`config.mk`:
```
export PLATFORM = sky130hd
export DESIGN_NAME = lcd_axis_frame_arbiter
export DESIGN_NICKNAME = d
export VERILOG_FILES = /design/src/rtl/lcd_axis_frame_arbiter.sv
export SDC_FILE = /design/constraint.sdc
export NUM_CORES = 1
export LEC_CHECK = 0
export ABC_CLOCK_PERIOD_IN_PS = 2600
export BUFFER_PORTS_ARGS = -buffer_cell sky130_fd_sc_hd__buf_2
export CAP_MARGIN = 0
export CORE_MARGIN = 2
export CORE_UTILIZATION = 49
export DETAILED_ROUTE_END_ITERATION = 10
export GPL_ROUTABILITY_DRIVEN = 0
export PLACE_DENSITY = 0.84
export REMOVE_ABC_BUFFERS = 1
export SETUP_SLACK_MARGIN = 0.02
export SYNTH_ARGS = -nofsm -noshare
export SYNTH_HDL_FRONTEND = slang
export SYNTH_SLANG_ARGS = --single-unit
```
`constraint.sdc`:
```
create_clock -name clk -period 2.6 [get_ports clk]
set_input_delay 0.39 -clock clk [delete_from_list [all_inputs] [get_ports clk]]
set_output_delay 0.39 -clock clk [all_outputs]
set_load 0.01 [all_outputs]
```
`src/rtl/lcd_axis_frame_arbiter.sv`:
```
// rtl/lcd_axis_frame_arbiter.sv - frame-granular two-source AXI-stream arbiter in front of lcd_top
// Grants one source per whole frame, regenerates tuser/tlast, pads stalled or broken frames with zeros.
module lcd_axis_frame_arbiter #(
  parameter int H_PIXELS = 480,
  parameter int V_LINES  = 272,
  parameter int DATA_W   = 32,
  parameter int TIMEOUT  = 4096
) (
  input  logic              clk,
  input  logic              rst_n,
  input  logic [1:0]        src_en,
  input  logic [DATA_W-1:0] s0_tdata,
  input  logic              s0_tvalid,
  output logic              s0_tready,
  input  logic              s0_tuser,
  input  logic [DATA_W-1:0] s1_tdata,
  input  logic              s1_tvalid,
  output logic              s1_tready,
  input  logic              s1_tuser,
  output logic [DATA_W-1:0] m_tdata,
  output logic              m_tvalid,
  input  logic              m_tready,
  output logic              m_tuser,
  output logic              m_tlast,
  output logic              grant,
  output logic              busy,
  output logic              pad_evt
);

  localparam int XW = (H_PIXELS > 1) ? $clog2(H_PIXELS) : 1;
  localparam int YW = (V_LINES > 1) ? $clog2(V_LINES) : 1;
  localparam logic [XW-1:0] X_LAST     = XW'(H_PIXELS - 1);
  localparam logic [YW-1:0] Y_LAST     = YW'(V_LINES - 1);
  localparam logic [15:0]   STALL_LAST = 16'(TIMEOUT - 1);

  localparam logic [1:0] ST_IDLE = 2'd0;
  localparam logic [1:0] ST_PASS = 2'd1;
  localparam logic [1:0] ST_PAD  = 2'd2;

  logic [1:0]        state;
  logic [1:0]        state_n;
  logic              grant_n;
  logic [XW-1:0]     x_cnt;
  logic [YW-1:0]     y_cnt;
  logic [15:0]       stall_cnt;

  logic              req0;
  logic              req1;
  logic              g_valid;
  logic              g_user;
  logic [DATA_W-1:0] g_data;
  logic              first_pos;
  logic              last_pos;
  logic              early_sof;
  logic              hs;

  assign req0 = src_en[0] & s0_tvalid & s0_tuser;
  assign req1 = src_en[1] & s1_tvalid & s1_tuser;

  assign g_valid = grant ? s1_tvalid : s0_tvalid;
  assign g_user  = grant ? s1_tuser  : s0_tuser;
  assign g_data  = grant ? s1_tdata  : s0_tdata;

  assign first_pos = (x_cnt == '0) && (y_cnt == '0);
  assign last_pos  = (x_cnt == X_LAST) && (y_cnt == Y_LAST);

  // A new SOF inside a frame is left unconsumed so it can open the next frame.
  assign early_sof = (state == ST_PASS) && g_valid && g_user && !first_pos;

  always_comb begin
    m_tdata   = '0;
    m_tvalid  = 1'b0;
    m_tuser   = 1'b0;
    m_tlast   = 1'b0;
    s0_tready = 1'b0;
    s1_tready = 1'b0;
    case (state)
      ST_IDLE: begin
        // Non-SOF beats are flushed; SOF beats wait for a grant.
        s0_tready = s0_tvalid & ~s0_tuser;
        s1_tready = s1_tvalid & ~s1_tuser;
      end
      ST_PASS: begin
        m_tdata  = g_data;
        m_tvalid = g_valid & ~early_sof;
        m_tuser  = first_pos;
        m_tlast  = (x_cnt == X_LAST);
        if (grant) begin
          s1_tready = m_tready & ~early_sof;
        end else begin
          s0_tready = m_tready & ~early_sof;
        end
      end
      ST_PAD: begin
        m_tvalid = 1'b1;
        m_tuser  = first_pos;
        m_tlast  = (x_cnt == X_LAST);
      end
      default: begin
        m_tvalid = 1'b0;
      end
    endcase
  end

  assign hs = m_tvalid & m_tready;

  always_comb begin
    state_n = state;
    grant_n = grant;
    case (state)
      ST_IDLE: begin
        if (req0 || req1) begin
          state_n = ST_PASS;
          if (req0 && req1) begin
            grant_n = ~grant;
          end else begin
            grant_n = req1;
          end
        end
      end
      ST_PASS: begin
        if (hs && last_pos) begin
          state_n = ST_IDLE;
        end else if (early_sof) begin
          state_n = ST_PAD;
        end else if (!g_valid && (stall_cnt == STALL_LAST)) begin
          state_n = ST_PAD;
        end
      end
      ST_PAD: begin
        if (hs && last_pos) begin
          state_n = ST_IDLE;
        end
      end
      default: begin
        state_n = ST_IDLE;
      end
    endcase
  end

  always_ff @(posedge clk) begin
    if (!rst_n) begin
      state     <= ST_IDLE;
      grant     <= 1'b1;
      busy      <= 1'b0;
      pad_evt   <= 1'b0;
      x_cnt     <= '0;
      y_cnt     <= '0;
      stall_cnt <= '0;
    end else begin
      state   <= state_n;
      grant   <= grant_n;
      busy    <= (state_n != ST_IDLE);
      pad_evt <= (state != ST_PAD) && (state_n == ST_PAD);
      if (state == ST_IDLE) begin
        x_cnt     <= '0;
        y_cnt     <= '0;
        stall_cnt <= '0;
      end else if (hs) begin
        stall_cnt <= '0;
        if (x_cnt == X_LAST) begin
          x_cnt <= '0;
          y_cnt <= (y_cnt == Y_LAST) ? '0 : y_cnt + 1'b1;
        end else begin
          x_cnt <= x_cnt + 1'b1;
        end
      end else if ((state == ST_PASS) && !g_valid) begin
        // Only source starvation counts; downstream backpressure never does.
        stall_cnt <= stall_cnt + 1'b1;
      end
    end
  end

endmodule

```
==> run summary <==
The tool flagged a number of max-cap violations equal to 0. The relative area change from synthesis to final layout came out at 27.8%. For the critical path arrival, the log shows 2.01 ns.

The flow ran to the end, and the final reports show no timing, DRC or antenna violations. Measured on the finished design, the core utilization comes to 63.7%. The first global-routing pass estimated 11.1 mm of wire. The worst path in the final design needs a cycle of 2.40 ns, including I/O delays and setup.

The total area of sequential cells is 782 µm², and the slew at the pin closest to its max-slew limit is 0.653 ns. The power share of the combinational group is 18.7%. The number of clock buffers added by TritonCTS is 5. Dividing the detail-routed wire length by the instance count gives 13.8 µm. Library cell with the largest summed area after synthesis: sky130_fd_sc_hd__dfxtp_1. TritonCTS built the clock tree.

For this run, the leading register cell type out of synthesis is sky130_fd_sc_hd__dfxtp_1. The path class of the tightest hold or removal check is in2reg. For this design, the slowest cell found on the critical path is sky130_fd_sc_hd__dfxtp_1. After clock tree synthesis, the flow added hold-fix buffers numbering 0. The full die area came out at 0.00611 mm².

For the headroom to the max-slew limit, the log shows 56.1%. Of all nets on the critical path, the largest fanout is 4. In this design, the largest share of critical-path delay is due to simple AND/OR/NAND/NOR gates. Final-report setup violation count: 0. The via count was 2779; the register bit total from synthesis was 39. Fraction of the cycle the final worst path needs: 92.3%. Summed over all nets, the switching power comes to 356 µW. The tools report the number of standard cells after synthesis as 333. After detailed routing, the number of remaining DRC violations is 0.

The number of antenna violations at the first check in global routing came out at 1. The CTS sink count is 39. In this run, the number of DRC markers left after iteration 0 of detailed routing was 114.

The clock transition at the registers of the reported paths is 0.09 ns. The signal on the critical path passes through inv_1 -> ha_1 -> nor4bb_1 -> nand4_1 -> a21boi_1 -> nor2b_1 -> nor2_1 -> nor2_1 -> buf_2. The tools report the highest attainable clock frequency as 0.417 GHz. The critical path is of the reg2out type.

For the remaining antenna violation count after routing, the log shows 0. In this run the count of I/O pins placed on the die edge is 113. The power density over the cells was 398 mW/mm².

Of the total power, the clock network draws 37.1%. The logs give 0 for the number of hold violations in the final report and 0.00541 mm² for the standard cell core area. Counting instances in the post-synthesis netlist gives the leading cell types as 44 x sky130_fd_sc_hd__nor2_1, 39 x sky130_fd_sc_hd__dfxtp_1, 36 x sky130_fd_sc_hd__nor2b_1. The internal power summed over all cells came out at 1.01 mW. In this design, the stage delay of the slowest critical-path cell is 0.33 ns. The sequential cell fraction of total power was 44.1%; the number of optimization iterations in the first detailed-route pass was 6. The cell occurring most often along the worst timing path was sky130_fd_sc_hd__nor2_1.

The share of synthesized area in the top cell type comes to 29.0%. The post-synthesis area per instance was 8.09 µm²; the fraction of layout cells with a size suffix above 1 was 31.9%. For this configuration, the core starts out at a cell density of 49.9%. The post-synthesis cell area is 0.00270 mm². Measured along the y axis, the die boundary spans 78.2 µm. The setup clock skew after layout came out at 0.0128 ns. During synthesis, Yosys emitted a total of 0 warnings. Counting both buffers and inverters, the worst setup path holds a total of 2. Counting flops with a built-in enable in the synthesized netlist gives 0. The tools report the number of pins exceeding their max-slew limit in the final report as 0. The tools report the cell row count as 27.

The run gives 0 as the total overflow reported by the global router. The worst setup path is launched from a flip-flop. Final wirelength: 7.14 mm. Across all setup checks in the final design, the least slack found is 0.201 ns. IR analysis of the VDD net gives a maximum drop of 0.339 mV.

Input and output buffers added on the ports amount to 112. The tree is rooted in a sky130_fd_sc_hd__clkbuf_8. Fill cells in the final layout number 469. The tools report the number of global-route vias before repair as 2570.

From left edge to right edge, the die measures 78.2 µm. Number of nets in the finished design: 526. Entering global routing, the biggest net connects 36 pins. The all-layer global routing usage was 22.4%. Worst hold slack across all endpoints: 0.334 ns.

Sequential cells were found to cover 29.0% of the synthesized design area. The clock passes through at most 2 buffers. In the post-synthesis netlist, the biggest area contributors are sky130_fd_sc_hd__dfxtp_1 29%, sky130_fd_sc_hd__mux2i_1 13%, sky130_fd_sc_hd__nor2b_1 8.4%. The HPWL after detailed placement is 5.55 mm. After detailed routing, the number of vias per cell comes to 5.35. The most common cell in the netlist is sky130_fd_sc_hd__nor2_1.

The sort of element at the end of the critical path is an output port. For the worst-skew pair, the clock arrives at the later sink with an insertion delay of 0.30 ns. The data required time at the worst endpoint was 2.21 ns; the share of flip-flops with an asynchronous set or reset after synthesis was 0%. Of the total power, the share spent switching nets is 26.0%. The logs give 0.00180 mm² for the area taken by multi-input logic gates and 0.329 ns for the post-placement setup slack.

Setup repair after global routing left no endpoint under its margin. For this design the static power due to leakage is 1.69 nW. The number of H-tree branching levels was 2. In this run, distinct cell masters in the synthesized netlist total 46.
metrics by stage:
stage,cell area (µm²),setup TNS [ns],cells,total power [mW]
2_1_floorplan,2620,-14.58,318,0.759
3_5_place_dp,3300,0,506,0.874
3_3_place_gp,3300,0,506,0.866
6_report,3440,0,519,1.37
5_1_grt,3440,0,518,1.43
4_1_cts,3420,0,514,1.38
worst paths after layout:
kind,endpoint,slack (ns),from,depth (start not counted)
worst max register to register,stall_cnt[5],0.30,y_cnt[0],9
worst max-delay path,m_tvalid,0.20,y_cnt[0],9
worst min register to register,x_cnt[1],0.49,x_cnt[1],2
worst min-delay path,grant,0.33,rst_n,2
what timing repair did:
action,in CTS,in global routing
setup buffers,0,3
hold endpoints to repair,0,0
setup endpoints to repair,0,1
resized for setup,0,1
cell families after synthesis:
| logic type | count (synthesis) | synth area share [%] |
|---|---|---|
| AOI/OAI and AO/OA | 23 | 6.41 |
| DFF | 39 | 29.0 |
| muxes | 34 | 12.6 |
| and+or+nand+nor | 173 | 34.2 |
| buffers and inverters | 26 | 4.22 |
| xor gates and xnor gates | 29 | 9.42 |
| adders and majority gates | 9 | 4.18 |
power by group through the flow:
stage,Sequential [mW],Clock [mW],Combinational (mW)
after floorplan,0.629,0,0.130
after global placement,0.619,0,0.247
after detailed placement,0.619,0,0.255
after CTS,0.605,0.521,0.256
after global routing,0.606,0.548,0.277
final,0.605,0.509,0.257
cell usage in the layout, fill, tap and decap left out, drive strengths merged, types with 2 or more instances in the layout:
master / n
dfxtp: 39
o21ai: 6
diode: 2
nand3: 23
clkinv: 2
nor4: 6
and3: 9
xnor2: 8
nand4: 14
nor3: 9
nand2: 23
ha: 9
mux2i: 34
buf: 119
inv: 11
clkbuf: 5
nor2b: 36
xor2: 21
a31oi: 2
a21oi: 4
and2: 3
nor2: 44
flip-flops by register name, summed over array words and instances, names as in the netlist:
| signal | cells |
|---|---|
| stall_cnt | 16 |
| x_cnt | 9 |
| y_cnt | 9 |
| state | 2 |
| busy | 1 |
| grant | 1 |
| pad_evt | 1 |
metal layers:
metal	up-vias	wire, µm	GRT usage [%]
li1	1374	-	-
met1	1301	2780	21.9
met2	92	3740	44.3
met3	12	519	5.86
met4	0	108	8.77
met5	-	0	0
worst reg2reg max path: stages, from the launching register on:
cell and delay [ns]:
sky130_fd_sc_hd__dfxtp_1 0.33, sky130_fd_sc_hd__inv_1 0.10, sky130_fd_sc_hd__ha_1 0.16, sky130_fd_sc_hd__nor4bb_1 0.26, sky130_fd_sc_hd__nand4_1 0.21, sky130_fd_sc_hd__buf_4 0.20, sky130_fd_sc_hd__nand3_2 0.25, sky130_fd_sc_hd__nand2_4 0.14
sky130_fd_sc_hd__nand2_1 0.42, sky130_fd_sc_hd__nor2_1 0.11
final cells by class:
cell class / instances / share of cell area, %
well taps: 72 / 2.62
flip-flops and latches: 39 / 22.7
clock buffers: 5 / 2.00
clock inverters: 3 / 1.27
repair buffers: 119 / 17.8
multi-input cells: 268 / 52.3
diodes: 2 / 0.145
inverters: 11 / 1.20
Power figures use the tool's default switching activity.
